<file path="src/rtl/riscv_wb_pkg.sv">
// Shared types for the writeback arbiter: result request record and
// port-B source select. Widths here fix the record layout used by the
// arbiter and its MC result buffer.
package riscv_wb_pkg;

   localparam int WB_ADDR_W = 6;
   localparam int WB_DATA_W = 32;

   typedef struct packed {
      logic [WB_ADDR_W-1:0] addr;
      logic [WB_DATA_W-1:0] data;
      logic                 tag;
   } wb_req_t;

   typedef enum logic [1:0] {
      SRC_NONE = 2'd0,
      SRC_LSU  = 2'd1,
      SRC_MC   = 2'd2
   } wb_src_e;

endpackage

</file>
<file path="src/rtl/riscv_wb_arbiter_if.sv">
// Bus bundle between the three result producers, the arbiter and the
// register file write ports. slave = arbiter view, master = driver view.
// Optional scoreboard signals exist only with RISCV_WB_SCOREBOARD_EN.
interface riscv_wb_arbiter_if #(
   parameter int ADDR_WIDTH = 6,
   parameter int DATA_WIDTH = 32
);
   logic                  ex_valid_i;
   logic [ADDR_WIDTH-1:0] ex_addr_i;
   logic [DATA_WIDTH-1:0] ex_data_i;
   logic                  ex_tag_i;

   logic                  lsu_valid_i;
   logic                  lsu_ready_o;
   logic [ADDR_WIDTH-1:0] lsu_addr_i;
   logic [DATA_WIDTH-1:0] lsu_data_i;
   logic                  lsu_tag_i;

   logic                  mc_valid_i;
   logic                  mc_ready_o;
   logic [ADDR_WIDTH-1:0] mc_addr_i;
   logic [DATA_WIDTH-1:0] mc_data_i;
   logic                  mc_tag_i;

   logic                  we_a_o;
   logic [ADDR_WIDTH-1:0] waddr_a_o;
   logic [DATA_WIDTH-1:0] wdata_a_o;
   logic                  wtag_a_o;

   logic                  we_b_o;
   logic [ADDR_WIDTH-1:0] waddr_b_o;
   logic [DATA_WIDTH-1:0] wdata_b_o;
   logic                  wtag_b_o;

   logic                  mc_fifo_empty_o;

`ifdef RISCV_WB_SCOREBOARD_EN
   logic                      iss_valid_i;
   logic [ADDR_WIDTH-1:0]     iss_addr_i;
   logic [2**ADDR_WIDTH-1:0]  busy_o;
`endif

   modport slave (
`ifdef RISCV_WB_SCOREBOARD_EN
      input  iss_valid_i, input iss_addr_i, output busy_o,
`endif
      input  ex_valid_i, ex_addr_i, ex_data_i, ex_tag_i,
      input  lsu_valid_i, lsu_addr_i, lsu_data_i, lsu_tag_i,
      output lsu_ready_o,
      input  mc_valid_i, mc_addr_i, mc_data_i, mc_tag_i,
      output mc_ready_o,
      output we_a_o, waddr_a_o, wdata_a_o, wtag_a_o,
      output we_b_o, waddr_b_o, wdata_b_o, wtag_b_o,
      output mc_fifo_empty_o
   );

   modport master (
`ifdef RISCV_WB_SCOREBOARD_EN
      output iss_valid_i, output iss_addr_i, input busy_o,
`endif
      output ex_valid_i, ex_addr_i, ex_data_i, ex_tag_i,
      output lsu_valid_i, lsu_addr_i, lsu_data_i, lsu_tag_i,
      input  lsu_ready_o,
      output mc_valid_i, mc_addr_i, mc_data_i, mc_tag_i,
      input  mc_ready_o,
      input  we_a_o, waddr_a_o, wdata_a_o, wtag_a_o,
      input  we_b_o, waddr_b_o, wdata_b_o, wtag_b_o,
      input  mc_fifo_empty_o
   );

endinterface

</file>
<file path="src/rtl/riscv_wb_fifo.sv">
// MC result buffer: DEPTH-entry FIFO of wb_req_t, head visible combinationally.
// Latency: a push is visible at head the cycle after it is written.
// Backpressure: full_o is exported; caller must not push when full without a pop.
module riscv_wb_fifo
   import riscv_wb_pkg::*;
#(
   parameter int DEPTH = 2
) (
   input  logic    clk,
   input  logic    rst_n,
   input  logic    push_i,
   input  wb_req_t push_dat_i,
   input  logic    pop_i,
   output wb_req_t head_o,
   output logic    full_o,
   output logic    empty_o
);
   localparam int PW = $clog2(DEPTH);
   localparam logic [PW:0] FULL_CNT = (PW+1)'(DEPTH);

   wb_req_t       mem_q [DEPTH];
   logic [PW-1:0] wr_ptr_q, rd_ptr_q;
   logic [PW:0]   cnt_q;

   // Storage array: payload only, no reset needed since count gates its use.
   always_ff @(posedge clk) begin
      if (push_i) mem_q[wr_ptr_q] <= push_dat_i;
   end

   // Pointers and occupancy; DEPTH is a power of two so pointers wrap freely.
   always_ff @(posedge clk or negedge rst_n) begin
      if (!rst_n) begin
         wr_ptr_q <= '0;
         rd_ptr_q <= '0;
         cnt_q    <= '0;
      end else begin
         if (push_i) wr_ptr_q <= wr_ptr_q + 1'b1;
         if (pop_i)  rd_ptr_q <= rd_ptr_q + 1'b1;
         case ({push_i, pop_i})
            2'b10:   cnt_q <= cnt_q + 1'b1;
            2'b01:   cnt_q <= cnt_q - 1'b1;
            default: cnt_q <= cnt_q;
         endcase
      end
   end

   assign head_o  = mem_q[rd_ptr_q];
   assign full_o  = (cnt_q == FULL_CNT);
   assign empty_o = (cnt_q == '0);

endmodule

</file>
<file path="src/rtl/riscv_wb_arbiter.sv">
// Writeback arbiter: EX -> port A; LSU and buffered MC share port B with anti-starvation.
// Latency: result accepted in cycle N is written (registered outputs) in cycle N+1.
// Backpressure: EX never stalled; lsu_ready_o low only when MC is forced; mc_ready_o = !full || pop.
// Optional busy scoreboard enabled by macro RISCV_WB_SCOREBOARD_EN.
module riscv_wb_arbiter
   import riscv_wb_pkg::*;
#(
   parameter int ADDR_WIDTH = WB_ADDR_W,
   parameter int DATA_WIDTH = WB_DATA_W,
   parameter int FIFO_DEPTH = 2,
   parameter int STARVE_MAX = 4
) (
   input  logic               clk,
   input  logic               rst_n,
   riscv_wb_arbiter_if.slave  bus
);
   localparam int SW = $clog2(STARVE_MAX + 1);
   localparam logic [SW-1:0] STARVE_LIM = SW'(STARVE_MAX);

   wb_req_t       ex_req, lsu_req, mc_req, fifo_head, cand;
   wb_req_t       a_d, a_q, b_d, b_q;
   wb_src_e       src;
   logic          cand_fifo, forced, bypass;
   logic          fifo_push, fifo_pop, fifo_full, fifo_empty;
   logic          ex_wr, collide, we_a_d, we_a_q, we_b_d, we_b_q;
   logic [SW-1:0] starve_q, starve_d;

   assign ex_req  = '{addr: bus.ex_addr_i,  data: bus.ex_data_i,  tag: bus.ex_tag_i};
   assign lsu_req = '{addr: bus.lsu_addr_i, data: bus.lsu_data_i, tag: bus.lsu_tag_i};
   assign mc_req  = '{addr: bus.mc_addr_i,  data: bus.mc_data_i,  tag: bus.mc_tag_i};

   riscv_wb_fifo #(.DEPTH(FIFO_DEPTH)) u_mc_fifo (
      .clk        (clk),
      .rst_n      (rst_n),
      .push_i     (fifo_push),
      .push_dat_i (mc_req),
      .pop_i      (fifo_pop),
      .head_o     (fifo_head),
      .full_o     (fifo_full),
      .empty_o    (fifo_empty)
   );

   // Port-B selection: forced MC, then LSU, then buffered MC, then empty-FIFO MC bypass.
   always_comb begin
      forced    = !fifo_empty && (starve_q == STARVE_LIM);
      src       = SRC_NONE;
      cand      = '0;
      cand_fifo = 1'b0;
      if (forced) begin
         src       = SRC_MC;
         cand      = fifo_head;
         cand_fifo = 1'b1;
      end else if (bus.lsu_valid_i) begin
         src  = SRC_LSU;
         cand = lsu_req;
      end else if (!fifo_empty) begin
         src       = SRC_MC;
         cand      = fifo_head;
         cand_fifo = 1'b1;
      end else if (bus.mc_valid_i) begin
         src  = SRC_MC;
         cand = mc_req;
      end
   end

   assign bypass          = (src == SRC_MC) && !cand_fifo;
   assign fifo_pop        = cand_fifo;
   assign bus.mc_ready_o  = !fifo_full || fifo_pop;
   assign fifo_push       = bus.mc_valid_i && bus.mc_ready_o && !bypass;
   assign bus.lsu_ready_o = bus.lsu_valid_i && !forced;

   // Starvation count: LSU wins while MC waits; any pop clears it.
   always_comb begin
      starve_d = starve_q;
      if (fifo_pop)
         starve_d = '0;
      else if (!fifo_empty && (src == SRC_LSU) && (starve_q != STARVE_LIM))
         starve_d = starve_q + 1'b1;
   end

   // Write enables: EX is the younger result, so it wins a same-register collision.
   always_comb begin
      ex_wr   = bus.ex_valid_i && (bus.ex_addr_i != '0);
      collide = ex_wr && (src != SRC_NONE) && (cand.addr == bus.ex_addr_i);
      we_a_d  = ex_wr;
      we_b_d  = (src != SRC_NONE) && (cand.addr != '0) && !collide;
      a_d     = we_a_d ? ex_req : '0;
      b_d     = we_b_d ? cand   : '0;
   end

   // Registered write ports and starvation counter.
   always_ff @(posedge clk or negedge rst_n) begin
      if (!rst_n) begin
         we_a_q   <= 1'b0;
         we_b_q   <= 1'b0;
         a_q      <= '0;
         b_q      <= '0;
         starve_q <= '0;
      end else begin
         we_a_q   <= we_a_d;
         we_b_q   <= we_b_d;
         a_q      <= a_d;
         b_q      <= b_d;
         starve_q <= starve_d;
      end
   end

   assign bus.we_a_o          = we_a_q;
   assign bus.waddr_a_o       = a_q.addr;
   assign bus.wdata_a_o       = a_q.data;
   assign bus.wtag_a_o        = a_q.tag;
   assign bus.we_b_o          = we_b_q;
   assign bus.waddr_b_o       = b_q.addr;
   assign bus.wdata_b_o       = b_q.data;
   assign bus.wtag_b_o        = b_q.tag;
   assign bus.mc_fifo_empty_o = fifo_empty;

`ifdef RISCV_WB_SCOREBOARD_EN
   logic [2**ADDR_WIDTH-1:0] busy_q, busy_d, busy_set, busy_clr;

   // Pending-result scoreboard: issue sets, port-B consumption clears, set wins.
   always_comb begin
      busy_set = '0;
      busy_clr = '0;
      if (bus.iss_valid_i && (bus.iss_addr_i != '0)) busy_set[bus.iss_addr_i] = 1'b1;
      if (src != SRC_NONE) busy_clr[cand.addr] = 1'b1;
      busy_d = (busy_q & ~busy_clr) | busy_set;
   end

   // Scoreboard register.
   always_ff @(posedge clk or negedge rst_n) begin
      if (!rst_n) busy_q <= '0;
      else        busy_q <= busy_d;
   end

   assign bus.busy_o = busy_q;
`endif

endmodule
</file>
<file path="src/flat_wrapper.sv">
// flat-port wrapper written by rule: the top's interface ports become plain ports
module riscv_wb_arbiter_flat import riscv_wb_pkg::*;
#(
   parameter int ADDR_WIDTH = WB_ADDR_W,
   parameter int DATA_WIDTH = WB_DATA_W,
   parameter int FIFO_DEPTH = 2,
   parameter int STARVE_MAX = 4
)
  (clk, rst_n, bus_ex_valid_i, bus_ex_addr_i, bus_ex_data_i, bus_ex_tag_i, bus_lsu_valid_i, bus_lsu_addr_i, bus_lsu_data_i, bus_lsu_tag_i, bus_lsu_ready_o, bus_mc_valid_i, bus_mc_addr_i, bus_mc_data_i, bus_mc_tag_i, bus_mc_ready_o, bus_we_a_o, bus_waddr_a_o, bus_wdata_a_o, bus_wtag_a_o, bus_we_b_o, bus_waddr_b_o, bus_wdata_b_o, bus_wtag_b_o, bus_mc_fifo_empty_o);
  riscv_wb_arbiter_if #(.ADDR_WIDTH(ADDR_WIDTH), .DATA_WIDTH(DATA_WIDTH)) bus_i ();
  input  logic clk;
  input  logic rst_n;
  input wire logic [$bits(bus_i.ex_valid_i)-1:0] bus_ex_valid_i;
  input wire logic [$bits(bus_i.ex_addr_i)-1:0] bus_ex_addr_i;
  input wire logic [$bits(bus_i.ex_data_i)-1:0] bus_ex_data_i;
  input wire logic [$bits(bus_i.ex_tag_i)-1:0] bus_ex_tag_i;
  input wire logic [$bits(bus_i.lsu_valid_i)-1:0] bus_lsu_valid_i;
  input wire logic [$bits(bus_i.lsu_addr_i)-1:0] bus_lsu_addr_i;
  input wire logic [$bits(bus_i.lsu_data_i)-1:0] bus_lsu_data_i;
  input wire logic [$bits(bus_i.lsu_tag_i)-1:0] bus_lsu_tag_i;
  output wire logic [$bits(bus_i.lsu_ready_o)-1:0] bus_lsu_ready_o;
  input wire logic [$bits(bus_i.mc_valid_i)-1:0] bus_mc_valid_i;
  input wire logic [$bits(bus_i.mc_addr_i)-1:0] bus_mc_addr_i;
  input wire logic [$bits(bus_i.mc_data_i)-1:0] bus_mc_data_i;
  input wire logic [$bits(bus_i.mc_tag_i)-1:0] bus_mc_tag_i;
  output wire logic [$bits(bus_i.mc_ready_o)-1:0] bus_mc_ready_o;
  output wire logic [$bits(bus_i.we_a_o)-1:0] bus_we_a_o;
  output wire logic [$bits(bus_i.waddr_a_o)-1:0] bus_waddr_a_o;
  output wire logic [$bits(bus_i.wdata_a_o)-1:0] bus_wdata_a_o;
  output wire logic [$bits(bus_i.wtag_a_o)-1:0] bus_wtag_a_o;
  output wire logic [$bits(bus_i.we_b_o)-1:0] bus_we_b_o;
  output wire logic [$bits(bus_i.waddr_b_o)-1:0] bus_waddr_b_o;
  output wire logic [$bits(bus_i.wdata_b_o)-1:0] bus_wdata_b_o;
  output wire logic [$bits(bus_i.wtag_b_o)-1:0] bus_wtag_b_o;
  output wire logic [$bits(bus_i.mc_fifo_empty_o)-1:0] bus_mc_fifo_empty_o;
  assign bus_i.ex_valid_i = bus_ex_valid_i;
  assign bus_i.ex_addr_i = bus_ex_addr_i;
  assign bus_i.ex_data_i = bus_ex_data_i;
  assign bus_i.ex_tag_i = bus_ex_tag_i;
  assign bus_i.lsu_valid_i = bus_lsu_valid_i;
  assign bus_i.lsu_addr_i = bus_lsu_addr_i;
  assign bus_i.lsu_data_i = bus_lsu_data_i;
  assign bus_i.lsu_tag_i = bus_lsu_tag_i;
  assign bus_lsu_ready_o = bus_i.lsu_ready_o;
  assign bus_i.mc_valid_i = bus_mc_valid_i;
  assign bus_i.mc_addr_i = bus_mc_addr_i;
  assign bus_i.mc_data_i = bus_mc_data_i;
  assign bus_i.mc_tag_i = bus_mc_tag_i;
  assign bus_mc_ready_o = bus_i.mc_ready_o;
  assign bus_we_a_o = bus_i.we_a_o;
  assign bus_waddr_a_o = bus_i.waddr_a_o;
  assign bus_wdata_a_o = bus_i.wdata_a_o;
  assign bus_wtag_a_o = bus_i.wtag_a_o;
  assign bus_we_b_o = bus_i.we_b_o;
  assign bus_waddr_b_o = bus_i.waddr_b_o;
  assign bus_wdata_b_o = bus_i.wdata_b_o;
  assign bus_wtag_b_o = bus_i.wtag_b_o;
  assign bus_mc_fifo_empty_o = bus_i.mc_fifo_empty_o;
  riscv_wb_arbiter #(.ADDR_WIDTH(ADDR_WIDTH), .DATA_WIDTH(DATA_WIDTH), .FIFO_DEPTH(FIFO_DEPTH), .STARVE_MAX(STARVE_MAX)) u_core (.clk(clk), .rst_n(rst_n), .bus(bus_i));
endmodule
</file>
<file path="config.mk">
export PLATFORM = sky130hd
export DESIGN_NAME = riscv_wb_arbiter_flat
export DESIGN_NICKNAME = d
export VERILOG_FILES = /design/src/rtl/riscv_wb_pkg.sv /design/src/rtl/riscv_wb_arbiter_if.sv /design/src/rtl/riscv_wb_fifo.sv /design/src/rtl/riscv_wb_arbiter.sv /design/src/flat_wrapper.sv
export SDC_FILE = /design/constraint.sdc
export NUM_CORES = 1
export LEC_CHECK = 0
export BUFFER_PORTS_ARGS = -buffer_cell sky130_fd_sc_hd__buf_2
export CORE_ASPECT_RATIO = 1.1
export CORE_MARGIN = 10
export CORE_UTILIZATION = 40
export CTS_CLUSTER_DIAMETER = 60
export CTS_CLUSTER_SIZE = 40
export DETAILED_ROUTE_END_ITERATION = 16
export HOLD_SLACK_MARGIN = 0.03
export PLACE_DENSITY_LB_ADDON = 0.12
export SKIP_CTS_REPAIR_TIMING = 1
export SYNTH_ARGS = -nofsm -noshare
export SYNTH_HDL_FRONTEND = slang
export SYNTH_HIERARCHICAL = 1
export SYNTH_SLANG_ARGS = --single-unit
</file>
<file path="constraint.sdc">
create_clock -name clk -period 8.9 [get_ports clk]
set_input_delay 1.78 -clock clk [delete_from_list [all_inputs] [get_ports clk]]
set_output_delay 1.78 -clock clk [all_outputs]
set_load 0.05 [all_outputs]
</file>
======== Yosys cells after proc, flatten, opt, wreduce, memory -nomap -nowiden ========
Memories as Yosys holds them, arrays and structs flattened.
Cells that the tools add are included.
W data, S select, Z words.
word-level totals
  register bits ........................... 87
  memory bits (writable) .................. 78
  input port bits ......................... 122
  output and inout port bits .............. 83
  word-level logic and storage cells ...... 69
  memories ................................ 1
operators by class
  $add $sub $neg .......................... 5
  eq/ne operators ......................... 8
  mux-type cells .......................... 18
  reductions and logical operators ........ 25
memories
  memory                  words  width  rd ports  clocked after Yosys merged registers in  write ports  RTL line             source
  u_core.u_mc_fifo.mem_q  2      39     1         0                                        1            riscv_wb_fifo.sv:21  wb_req_t mem_q [DEPTH];
operators by type and width
  operator               count
  $mux W39               6
  $logic_and A1 B1 Y1    12
  $reduce_bool A6 Y1     2
  $mux W2                4
  $eq A2 B2 Y1 const B   3
  $eq A6 B6 Y1           1
  $logic_not A1 Y1       6
  $mux W3                2
  $reduce_bool A2 Y1     3
  $mux W1                5
  $eq A2 B1 Y1 const B   2
  $pmux W2 S2            1
  $add A3 B1 Y3 const B  1
  $eq A3 B3 Y1 const B   1
  $ne A3 B3 Y1 const B   1
  $add A1 B1 Y1 const B  2
  $add A2 B1 Y2 const B  1
  $logic_not A2 Y1       1
  $sub A2 B1 Y2 const B  1
  $logic_or A1 B1 Y1     1

======== Depth between registers and ports, before layout ========
Gate-level depths: netlist of the first run.
  depth after elaboration ................. 10
  gate-level depth with buffers ........... 11
  depth with buffers taken out ............ 10

======== Hierarchy ========
The synthesis of the first run kept the hierarchy.
modules (own cells, without submodules)
  module            times used  cells each  area each (um^2)  seq. area each (um^2)
  riscv_wb_arbiter  1           305         3628.5            2077.0
  riscv_wb_fifo     1           137         3011.6            2442.3

======== Least setup slack after synthesis of the first run ========
OpenSTA, ideal clock, no wires.
  kind .................................... input to output
  from .................................... input bus_lsu_valid_i
  to ...................................... output bus_lsu_ready_o
  arrival ................................. 3.009 ns
  required time ........................... 7.120 ns
  slack ................................... 4.111 ns
  stages on the path ...................... 5
  path buffers ............................ 4
  cells stage by stage .................... buf_4 -> buf_2 -> and2_1 -> clkbuf_1 -> clkbuf_1
between the ends
  longest elaborated chain between the ends .. 1
ends and longest elaborated chain
  item                 RTL line                source
  start: declaration   flat_wrapper.sv:17      input wire logic [$bits(bus_i.lsu_valid_i)-1:0] bus_lsu_valid_i;
  $logic_and A1 B1 Y1  riscv_wb_arbiter.sv:70  assign bus.lsu_ready_o = bus.lsu_valid_i && !forced;
  end: declaration     flat_wrapper.sv:21      output wire logic [$bits(bus_i.lsu_ready_o)-1:0] bus_lsu_ready_o;
Every way passes these cells.

======== Worst setup path in the final report of the first run ========
Ends and elaborated chain as after synthesis.

==> results of run 1 <==
==> power by group <==
| part | leakage (nW) | switching [W] | internal (W) |
|---|---|---|---|
| sequential | 1.81 | 0.0000928 | 0.000998 |
| combinational | 1.53 | 0.000652 | 0.000292 |
| clock | 0.290 | 0.000291 | 0.000466 |
==> kinds of logic (layout without fill, tap and decap cells) <==
group | after synthesis | in the layout | share of synthesized area (%)
adders and majority gates | 3 | 3 | 0.565
muxes | 40 | 40 | 6.76
and+or+nand+nor | 86 | 86 | 7.59
buffers and inverters | 41 | 250 | 3.41
AOI/OAI and AO/OA | 101 | 101 | 12.8
xor gates and xnor gates | 6 | 6 | 0.791
DFF | 165 | 165 | 68.1
==> layer usage <==
layer  global-route usage [%]  part of all wire, %  vias up
met3                     7.80                   11       15
met2                     26.9                   48      228
li1                         -                    -     2098
met4                     4.57                  1.1        2
met1                     19.0                   40     2297
met5                        0                0.038        -
==> Yosys cell counts, types with 4 or more instances <==
library cell  count
a211oi_2          5
edfxtp_1         78
a21oi_1           6
dfrtp_1          87
nand3_1           4
clkbuf_1         20
nor2_1            8
a211oi_1         30
a222oi_1         34
and2_1           44
mux2_2           39
xor2_1            4
buf_6             8
nand2_1          14
inv_1             6
o21ai_0           8
==> metrics by stage <==
| step | utilization (%) | hold WS (ns) | area, um^2 |
|---|---|---|---|
| after floorplan | - | 0.456 | 6640 |
| after global placement | 47.7 | 0.475 | 7780 |
| after detailed placement | 47.7 | 0.484 | 7780 |
| after CTS | 51.5 | 0.493 | 8390 |
| after global routing | 51.5 | 0.525 | 8390 |
| final | 51.5 | 0.491 | 8390 |
==> critical path, delay by kind of cell <==
kind,cells,cell delay (ns)
buffers and inverters,3,0.99
and+or+nand+nor,1,0.17
==> registers in the layout (all words and copies together), names as in the netlist <==
signal and flops:
u_core/u_mc_fifo/mem_q 78, u_core/bus.wdata_a_o 32, u_core/bus.we_a_o 1, u_core/u_mc_fifo/cnt_q 2, u_core/bus.wtag_a_o 1, u_core/bus.waddr_b_o 6
u_core/u_mc_fifo/rd_ptr_q 1, u_core/bus.waddr_a_o 6, u_core/bus.wdata_b_o 32, u_core/starve_q 3, u_core/bus.we_b_o 1, u_core/u_mc_fifo/wr_ptr_q 1
u_core/bus.wtag_b_o 1
==> final cells by class <==
cell class,count,share of cell area [%]
Inverter,8,0.358
Clock buffer,17,5.07
Multi-Input combinational cell,236,22.7
Tap cell,204,3.04
Clock inverter,15,2.21
Sequential cell,165,53.9
Timing Repair Buffer,210,12.7
==> cell usage in the layout, fill, tap and decap left out, types with 3 or more instances in the layout <==
cell type	netlist	final
buf_4	3	7
clkinv_1	0	4
dfrtp_1	87	86
a222oi_1	34	34
bufinv_16	0	4
o21ai_0	8	8
a22oi_1	3	3
edfxtp_1	78	78
nand3_1	4	4
nand2_1	14	14
and2_1	44	43
mux2_2	39	39
buf_2	1	203
a211oi_2	5	5
xor2_1	4	4
a31oi_1	3	3
clkbuf_16	0	17
clkinvlp_4	0	3
inv_1	6	6
ha_1	3	3
nand4b_1	3	3
nor2_1	8	7
a211oi_1	30	30
a21oi_1	6	6
==> how the worst min path moves through the flow <==
stage / startpoint / endpoint
2_1_floorplan: u_core/u_mc_fifo/wr_ptr_q$_DFFE_PN0P_ / u_core/u_mc_fifo/wr_ptr_q$_DFFE_PN0P_
3_3_place_gp: u_core/u_mc_fifo/cnt_q[1]$_DFFE_PN0P_ / u_core/u_mc_fifo/cnt_q[1]$_DFFE_PN0P_
3_5_place_dp: u_core/u_mc_fifo/cnt_q[1]$_DFFE_PN0P_ / u_core/u_mc_fifo/cnt_q[1]$_DFFE_PN0P_
4_1_cts: u_core/u_mc_fifo/cnt_q[1]$_DFFE_PN0P_ / u_core/u_mc_fifo/cnt_q[1]$_DFFE_PN0P_
5_1_grt: u_core/u_mc_fifo/cnt_q[1]$_DFFE_PN0P_ / u_core/u_mc_fifo/cnt_q[1]$_DFFE_PN0P_
6_report: u_core/u_mc_fifo/cnt_q[1]$_DFFE_PN0P_ / u_core/u_mc_fifo/cnt_q[1]$_DFFE_PN0P_
==> flow_summary.json, run 1 <==
{
  "tightest_slew_ns": 1.14,
  "cpPeakStageDelay_ns": 0.39,
  "die_h_um": 155,
  "startpoint": "bus_lsu_valid_i",
  "worstSetupPathType": "primary input to output pin",
  "wl_per_cell_um": 21.5,
  "synth_top_area_share_pct": 35.3,
  "setup_ws_ns": 4.16,
  "crit_end": "bus_lsu_ready_o",
  "numCtsBuffers": 17,
  "outcome": "finished clean",
  "die-area_um2": 22200,
  "dp_slack_ns": 4.05,
  "ff2ff_path_depth": 8,
  "slew_viol_final": 0,
  "finalCriticalPeriod_ns": 4.74,
  "fin_cells": 855,
  "crit_path_frequent_cell": "buf_2",
  "clock_sinks": 165,
  "root_buffer": "clkbuf_16",
  "placementRows": 49,
  "drt-initial-drc-count": 342,
  "io_pins": 205,
  "area_growth_syn_to_layout_pct": 26.4,
  "p_per_area_nw_per_um2": 333,
  "hold_viol": 0,
  "antenna_found_initial": 1,
  "vias": 4640,
  "setup_viol": 0,
  "rrSetupSlack_ns": 4.75,
  "rsz0062_at_grt": "no",
  "grtUsageTotal_pct": 16.5,
  "synthTopCellsByArea": "edfxtp_1 35%, dfrtp_1 33%, mux2_2 6.6%",
  "fin_skew_ns": 0.00786,
  "power_w": 0.00279,
  "drt-pass1-iter-count": 6,
  "drc": 0,
  "cts_buffer_depth": 2,
  "syn_area_per_cell_um2": 15.0,
  "multi_input_area_um2": 1910,
  "hold_class": "register to register",
  "vdd_ir_drop_max_uv": 175,
  "critPathMaxFanout": 34,
  "hold_depth": 1,
  "place.gp.congestion": 0.825,
  "reg2reg_from": "u_core/u_mc_fifo/cnt_q[0]$_DFFE_PN0P_",
  "grt_pass1_wl_mm": 28.4,
  "synth_edf_count": 78,
  "tns_ns": 0,
  "path_cells": "buf_2 -> and2_1 -> buf_4 -> buf_2",
  "syn_inst": 442,
  "cp.required_ns": 7.12,
  "cp-start-kind": "primary input",
  "yosys.area.top_type": "edfxtp_1",
  "yosysSeqAreaShare_pct": 68.1,
  "grt_pass1_vias": 5193,
  "cts_tree": "done",
  "ant_nets": 0,
  "syn_area_um2": 6640,
  "async_reset_ff_share_pct": 52.7,
  "nFillCells": 1439,
  "die_w_um": 143,
  "port_buffers": 204,
  "critPathCaptureType": "output pin",
  "cts_htree_levels": 4,
  "synth_nets": 567,
  "arrival_ns": 2.96,
  "p_leak_nw": 3.63,
  "clock_latency_ns": 0.42,
  "viasPerCell": 5.43,
  "cp_slowest_cell": "buf_4",
  "n_antenna_cell": 0,
  "fmax_ghz": 0.211,
  "seqCellArea_um2": 4520,
  "final_nets": 763,
  "drv_cap": 0,
  "place_inst": 823,
  "fp.coreArea_um2": 16300,
  "ys.flop_type": "dfrtp_1",
  "timing.final.crit_share_pct": 53.2,
  "slew-limit-headroom_pct": 24.3,
  "grt-ovfl-total": 0,
  "synth_seq_cells": 165,
  "r2r-end": "u_core/bus.wdata_b_o[25]$_DFF_PN0_",
  "clkSlewWorstSetupHoldPaths_ns": 0.06,
  "drive_gt1_share_pct": 45.2,
  "finalWirelength_mm": 18.4,
  "yosys_warnings": 6,
  "grt_start_max_net_pins": 86,
  "ys_types": 44,
  "hpwl_mm": 12.3,
  "initial_utilization_pct": 40.7
}
No activity file was read; power rests on OpenSTA's default activity.
==> run 2: changes to the inputs <==
--- a/config.mk
+++ b/config.mk
@@ -5,6 +5,7 @@
 export SDC_FILE = /design/constraint.sdc
 export NUM_CORES = 1
 export LEC_CHECK = 0
+export ABC_AREA = 1
 export BUFFER_PORTS_ARGS = -buffer_cell sky130_fd_sc_hd__buf_2
 export CORE_ASPECT_RATIO = 1.1
 export CORE_MARGIN = 10
==> constraint.sdc (replaced) <==
create_clock -name clk -period 4.2 [get_ports clk]
set_input_delay 0.84 -clock clk [delete_from_list [all_inputs] [get_ports clk]]
set_output_delay 0.84 -clock clk [all_outputs]
set_load 0.05 [all_outputs]
==> flow_summary.json, run 2 <==
{
  "async_reset_ff_share_pct": 52.7,
  "tns_ns": 0,
  "clock_sinks": 165,
  "slew_viol_final": 0,
  "yosys_warnings": 6,
  "synth_commonest_cells": "99 x inv_1, 96 x nand2_1, 87 x dfrtp_1",
  "slew-limit-headroom_pct": 38.2,
  "vias": 4818,
  "die_h_um": 156,
  "finalCriticalPeriod_ns": 2.84,
  "fin_skew_ns": 0.00986,
  "root_buffer": "clkbuf_16",
  "ys_types": 29,
  "setup_viol": 0,
  "n_antenna_cell": 0,
  "drc": 0,
  "place.gp.congestion": 0.817,
  "place_inst": 1007,
  "synthTopCellsByArea": "edfxtp_1 35%, dfrtp_1 32%, inv_1 5.5%",
  "largest_reg_flops": 78,
  "antenna_found_initial": 1,
  "p_leak_nw": 4.28,
  "critPathMaxFanout": 8,
  "syn_inst": 620,
  "ant_nets": 0,
  "tightest_slew_ns": 0.926,
  "mostFrequentLayoutCells": "203 x buf_2, 98 x inv_1, 96 x nand2_1",
  "io_pins": 205,
  "synth_most_common_cell": "inv_1",
  "numCtsBuffers": 17,
  "p_per_area_nw_per_um2": 715,
  "final_common_cell": "buf_2",
  "yosysSeqAreaShare_pct": 67.2,
  "fmax_ghz": 0.352,
  "vdd_ir_drop_max_uv": 322,
  "grt_pass1_wl_mm": 27.1,
  "syn_area_per_cell_um2": 10.9,
  "final_nets": 947,
  "yosys.area.top_type": "edfxtp_1",
  "grtUsageTotal_pct": 15.5,
  "wl_per_cell_um": 16.6,
  "largest-register": "u_core/u_mc_fifo/mem_q",
  "synth_nets": 745,
  "hpwl_mm": 12.4,
  "port_buffers": 204,
  "timing.final.crit_share_pct": 67.6,
  "clkSlewWorstSetupHoldPaths_ns": 0.06,
  "hold_viol": 0,
  "path_cells": "nor2_1 -> inv_2 -> a31oi_4 -> buf_2",
  "cts_htree_levels": 4,
  "die_w_um": 144,
  "clock_latency_ns": 0.43,
  "grt_pass1_vias": 5151,
  "syn_area_um2": 6730,
  "grt-ovfl-total": 0,
  "cpPeakStageDelay_ns": 0.43,
  "drive_gt1_share_pct": 32.3,
  "drv_cap": 0,
  "cp.required_ns": 3.36,
  "cts_buffer_depth": 2,
  "initial_utilization_pct": 41.0,
  "worstSetupPathType": "register to output pin",
  "cts_tree": "done",
  "viasPerCell": 4.64,
  "drt-initial-drc-count": 225,
  "rsz0062_at_grt": "no",
  "cp_slowest_cell": "dfrtp_1",
  "die-area_um2": 22400,
  "area_growth_syn_to_layout_pct": 26.3,
  "ys.flop_type": "dfrtp_1",
  "synth_edf_count": 78,
  "synth_seq_cells": 165,
  "placementRows": 49,
  "critPathCaptureType": "output pin",
  "synth_top_area_share_pct": 34.8,
  "fp.coreArea_um2": 16400,
  "arrival_ns": 2.00,
  "finalWirelength_mm": 17.2,
  "hold_class": "primary input to async pin",
  "drt-pass1-iter-count": 4,
  "outcome": "finished clean",
  "cp-start-kind": "register",
  "grt_start_max_net_pins": 62,
  "fin_cells": 1039
}
==> run 2: worst paths after layout <==
path / startpoint / end / slack (ns) / depth (start not counted)
min: rst_n / u_core/bus.wdata_a_o[19]$_DFF_PN0_ / 0.48 / 1
max: u_core/u_mc_fifo/cnt_q[0]$_DFFE_PN0P_ / bus_lsu_ready_o / 1.36 / 4
min reg2reg: u_core/u_mc_fifo/cnt_q[1]$_DFFE_PN0P_ / u_core/u_mc_fifo/cnt_q[1]$_DFFE_PN0P_ / 0.51 / 2
max reg2reg: u_core/starve_q[0]$_DFFE_PN0P_ / u_core/bus.wdata_b_o[28]$_DFF_PN0_ / 1.52 / 12
max in group asynchronous: rst_n / u_core/bus.wdata_b_o[3]$_DFF_PN0_ / 2.76 / 2
min in group clk: u_core/u_mc_fifo/cnt_q[1]$_DFFE_PN0P_ / u_core/u_mc_fifo/cnt_q[1]$_DFFE_PN0P_ / 0.51 / 2
==> run 2: logic make-up after synthesis <==
family          synth area share [%]
simple gates                    12.6
buf+inv                         8.65
compound gates                  10.5
fa+ha+maj                      0.558
flops                           67.2
xor+xnor                       0.521
==> run 2: critical path: cells and delay by family (launching register included) <==
kind / cells / cell delay (ns)
compound gates: 1 / 0.25
buf+inv: 2 / 0.50
flops: 1 / 0.43
simple gates: 1 / 0.40
==> run 2: power breakdown <==
group          leakage, nW  switching, W  internal [W]  total [W]
Sequential            1.82      0.000154       0.00214    0.00229
Clock                0.307      0.000653      0.000929    0.00158
Combinational         2.16       0.00165      0.000560    0.00221
Total                 4.28       0.00245       0.00363    0.00608
==> run 2: per-layer routing <==
layer,global-route usage (%),routed length [um],vias up
met5,0,13,-
met4,5.26,221,2
met3,5.39,1340,21
met2,26.0,8420,149
met1,18.1,7240,2241
li1,-,-,2405
==> run 2: per-stage QoR <==
step,hold WS [ns],total power (W),cell area [um^2],worst slack (ns),utilization [%]
CTS,0.510,0.00616,8500,1.31,51.7
finish,0.483,0.00608,8500,1.36,51.7
floorplan,0.463,0.00402,6730,0.440,-
detailed placement,0.501,0.00457,7890,1.22,48.0
global route,0.549,0.00643,8500,1.18,51.7
global placement,0.481,0.00452,7890,1.39,48.0
==> run 2: area by class of cell <==
class,instances,area (um^2)
Multi-Input combinational cell,325,1650
Tap cell,204,255
Timing Repair Buffer,212,1080
Clock buffer,21,503
Inverter,101,379
Clock inverter,11,108
Fill cell,1523,7930
Sequential cell,165,4520
==> run 3: changes to the inputs <==
==> constraint.sdc (replaced) <==
create_clock -name clk -period 2.8 [get_ports clk]
set_input_delay 0.56 -clock clk [delete_from_list [all_inputs] [get_ports clk]]
set_output_delay 0.56 -clock clk [all_outputs]
set_load 0.05 [all_outputs]
==> flow_summary.json, run 3 (synthesis gave the netlist of run 2 again) <==
{
  "outcome": "finished clean",
  "rrSetupSlack_ns": 0.38,
  "placementRows": 49,
  "fp.coreArea_um2": 16400,
  "r2r-end": "u_core/bus.wdata_b_o[27]$_DFF_PN0_",
  "grt_pass1_vias": 5074,
  "fmax_ghz": 0.413,
  "area_growth_syn_to_layout_pct": 28.0,
  "finalWirelength_mm": 17.3,
  "grt_pass1_wl_mm": 26.8,
  "nFillCells": 1482,
  "worstSetupPathType": "register to register",
  "ant_nets": 0,
  "io_pins": 205,
  "die_h_um": 156,
  "place_inst": 1013,
  "vias": 4885,
  "wl_per_cell_um": 16.6,
  "timing.final.crit_share_pct": 86.4,
  "drt-initial-drc-count": 254,
  "grtUsageTotal_pct": 15.4,
  "fin_cells": 1045,
  "slew_viol_final": 0,
  "rsz0062_at_grt": "no",
  "die-area_um2": 22400,
  "slew-limit-headroom_pct": 58.1,
  "cts_htree_levels": 4,
  "numCtsBuffers": 17,
  "finalCriticalPeriod_ns": 2.42,
  "antenna_found_initial": 0,
  "final_nets": 953,
  "hpwl_mm": 12.5,
  "clock_latency_ns": 0.42,
  "cts_buffer_depth": 2,
  "drc": 0,
  "vdd_ir_drop_max_uv": 596,
  "ff2ff_path_depth": 12,
  "critPathMaxFanout": 40,
  "viasPerCell": 4.67,
  "drv_cap": 0,
  "tns_ns": 0,
  "root_buffer": "clkbuf_16",
  "fin_skew_ns": 0.0117,
  "hold_viol": 0,
  "n_antenna_cell": 0,
  "p_per_area_nw_per_um2": 1080,
  "final_common_cell": "buf_2",
  "largest-register": "u_core/u_mc_fifo/mem_q",
  "die_w_um": 144,
  "largest_reg_flops": 78,
  "clock_sinks": 165,
  "cp.required_ns": 3.08,
  "place.gp.congestion": 0.880,
  "tightest_slew_ns": 0.628,
  "drt-pass1-iter-count": 4,
  "cts_tree": "done",
  "port_buffers": 204,
  "grt_start_max_net_pins": 68,
  "grt-ovfl-total": 0,
  "mostFrequentLayoutCells": "202 x buf_2, 98 x inv_1, 95 x nand2_1",
  "seqCellArea_um2": 4520,
  "cp-start-kind": "register",
  "critPathCaptureType": "register",
  "initial_utilization_pct": 41.0,
  "multi_input_area_um2": 1670,
  "arrival_ns": 2.70,
  "hold_class": "primary input to async pin",
  "p_leak_nw": 4.33,
  "drive_gt1_share_pct": 33.2,
  "clkSlewWorstSetupHoldPaths_ns": 0.06,
  "setup_viol": 0,
  "reg2reg_from": "u_core/starve_q[0]$_DFFE_PN0P_"
}
run 3: cell count changes in the layout (fill, tap and decap cells not counted), moves of 2 or more:
cell        previous run  this run
buf_4                  9        15
nor2_1                77        75
clkinv_2               2         0
clkinvlp_4             0         2
clkbuf_8               2         0
clkbuf_16             19        22
run 3: how the worst max path moves through the flow:
stage                                              to  cells after the start  slack (ns)                      startpoint
2_1_floorplan  u_core/u_mc_fifo/mem_q[0][0]$_DFFE_PP_                     10        0.01                 bus_lsu_valid_i
3_3_place_gp       u_core/bus.wdata_b_o[22]$_DFF_PN0_                     10        0.51                 bus_lsu_valid_i
3_5_place_dp       u_core/bus.wdata_b_o[25]$_DFF_PN0_                     12        0.37  u_core/starve_q[0]$_DFFE_PN0P_
4_1_cts            u_core/bus.wdata_b_o[27]$_DFF_PN0_                     12        0.35  u_core/starve_q[0]$_DFFE_PN0P_
5_1_grt            u_core/bus.wdata_b_o[27]$_DFF_PN0_                     12        0.13  u_core/starve_q[0]$_DFFE_PN0P_
6_report           u_core/bus.wdata_b_o[27]$_DFF_PN0_                     12        0.38  u_core/starve_q[0]$_DFFE_PN0P_
run 3: through the flow:
step	worst slack, ns	utilization [%]	instance area [um^2]	total power [W]	hold WS, ns
final	0.379	52.4	8610	0.00926	0.104
after global routing	0.127	52.4	8610	0.00979	0.122
after CTS	0.350	52.4	8610	0.00938	0.110
after detailed placement	0.371	48.5	7970	0.00693	0.538
after global placement	0.509	48.5	7970	0.00687	0.535
after floorplan	0.0140	-	6760	0.00606	0.264
run 3: layout make-up:
type,count,share of cell area [%]
multi-input cells,325,19.4
clock buffers,22,6.39
well taps,204,2.96
flip-flops and latches,165,52.5
inverters,101,4.45
repair buffers,218,13.3
clock inverters,10,1.03
run 3: report_power, final:
group	internal (W)	switching, W
sequential	0.00320	0.000216
combinational	0.000889	0.00254
clock	0.00143	0.000984
total	0.00552	0.00374
run 3: worst max-delay path: stages, from the launching register on:
cell	delay [ns]
dfrtp_1	0.38
inv_1	0.09
ha_1	0.25
nand2_2	0.09
a21oi_4	0.13
buf_4	0.25
nand2_1	0.10
nand3_1	0.11
nand2_1	0.07
nor2_1	0.13
nand3_2	0.11
nand2_4	0.41
nor2_1	0.10
run 3: metal layers:
metal	vias to the layer above	track usage [%]	share of wire, %
met5	-	0	0
met4	0	5.40	1.1
met3	17	5.76	8.0
met2	168	25.8	50
met1	2292	17.6	41
li1	2408	-	-
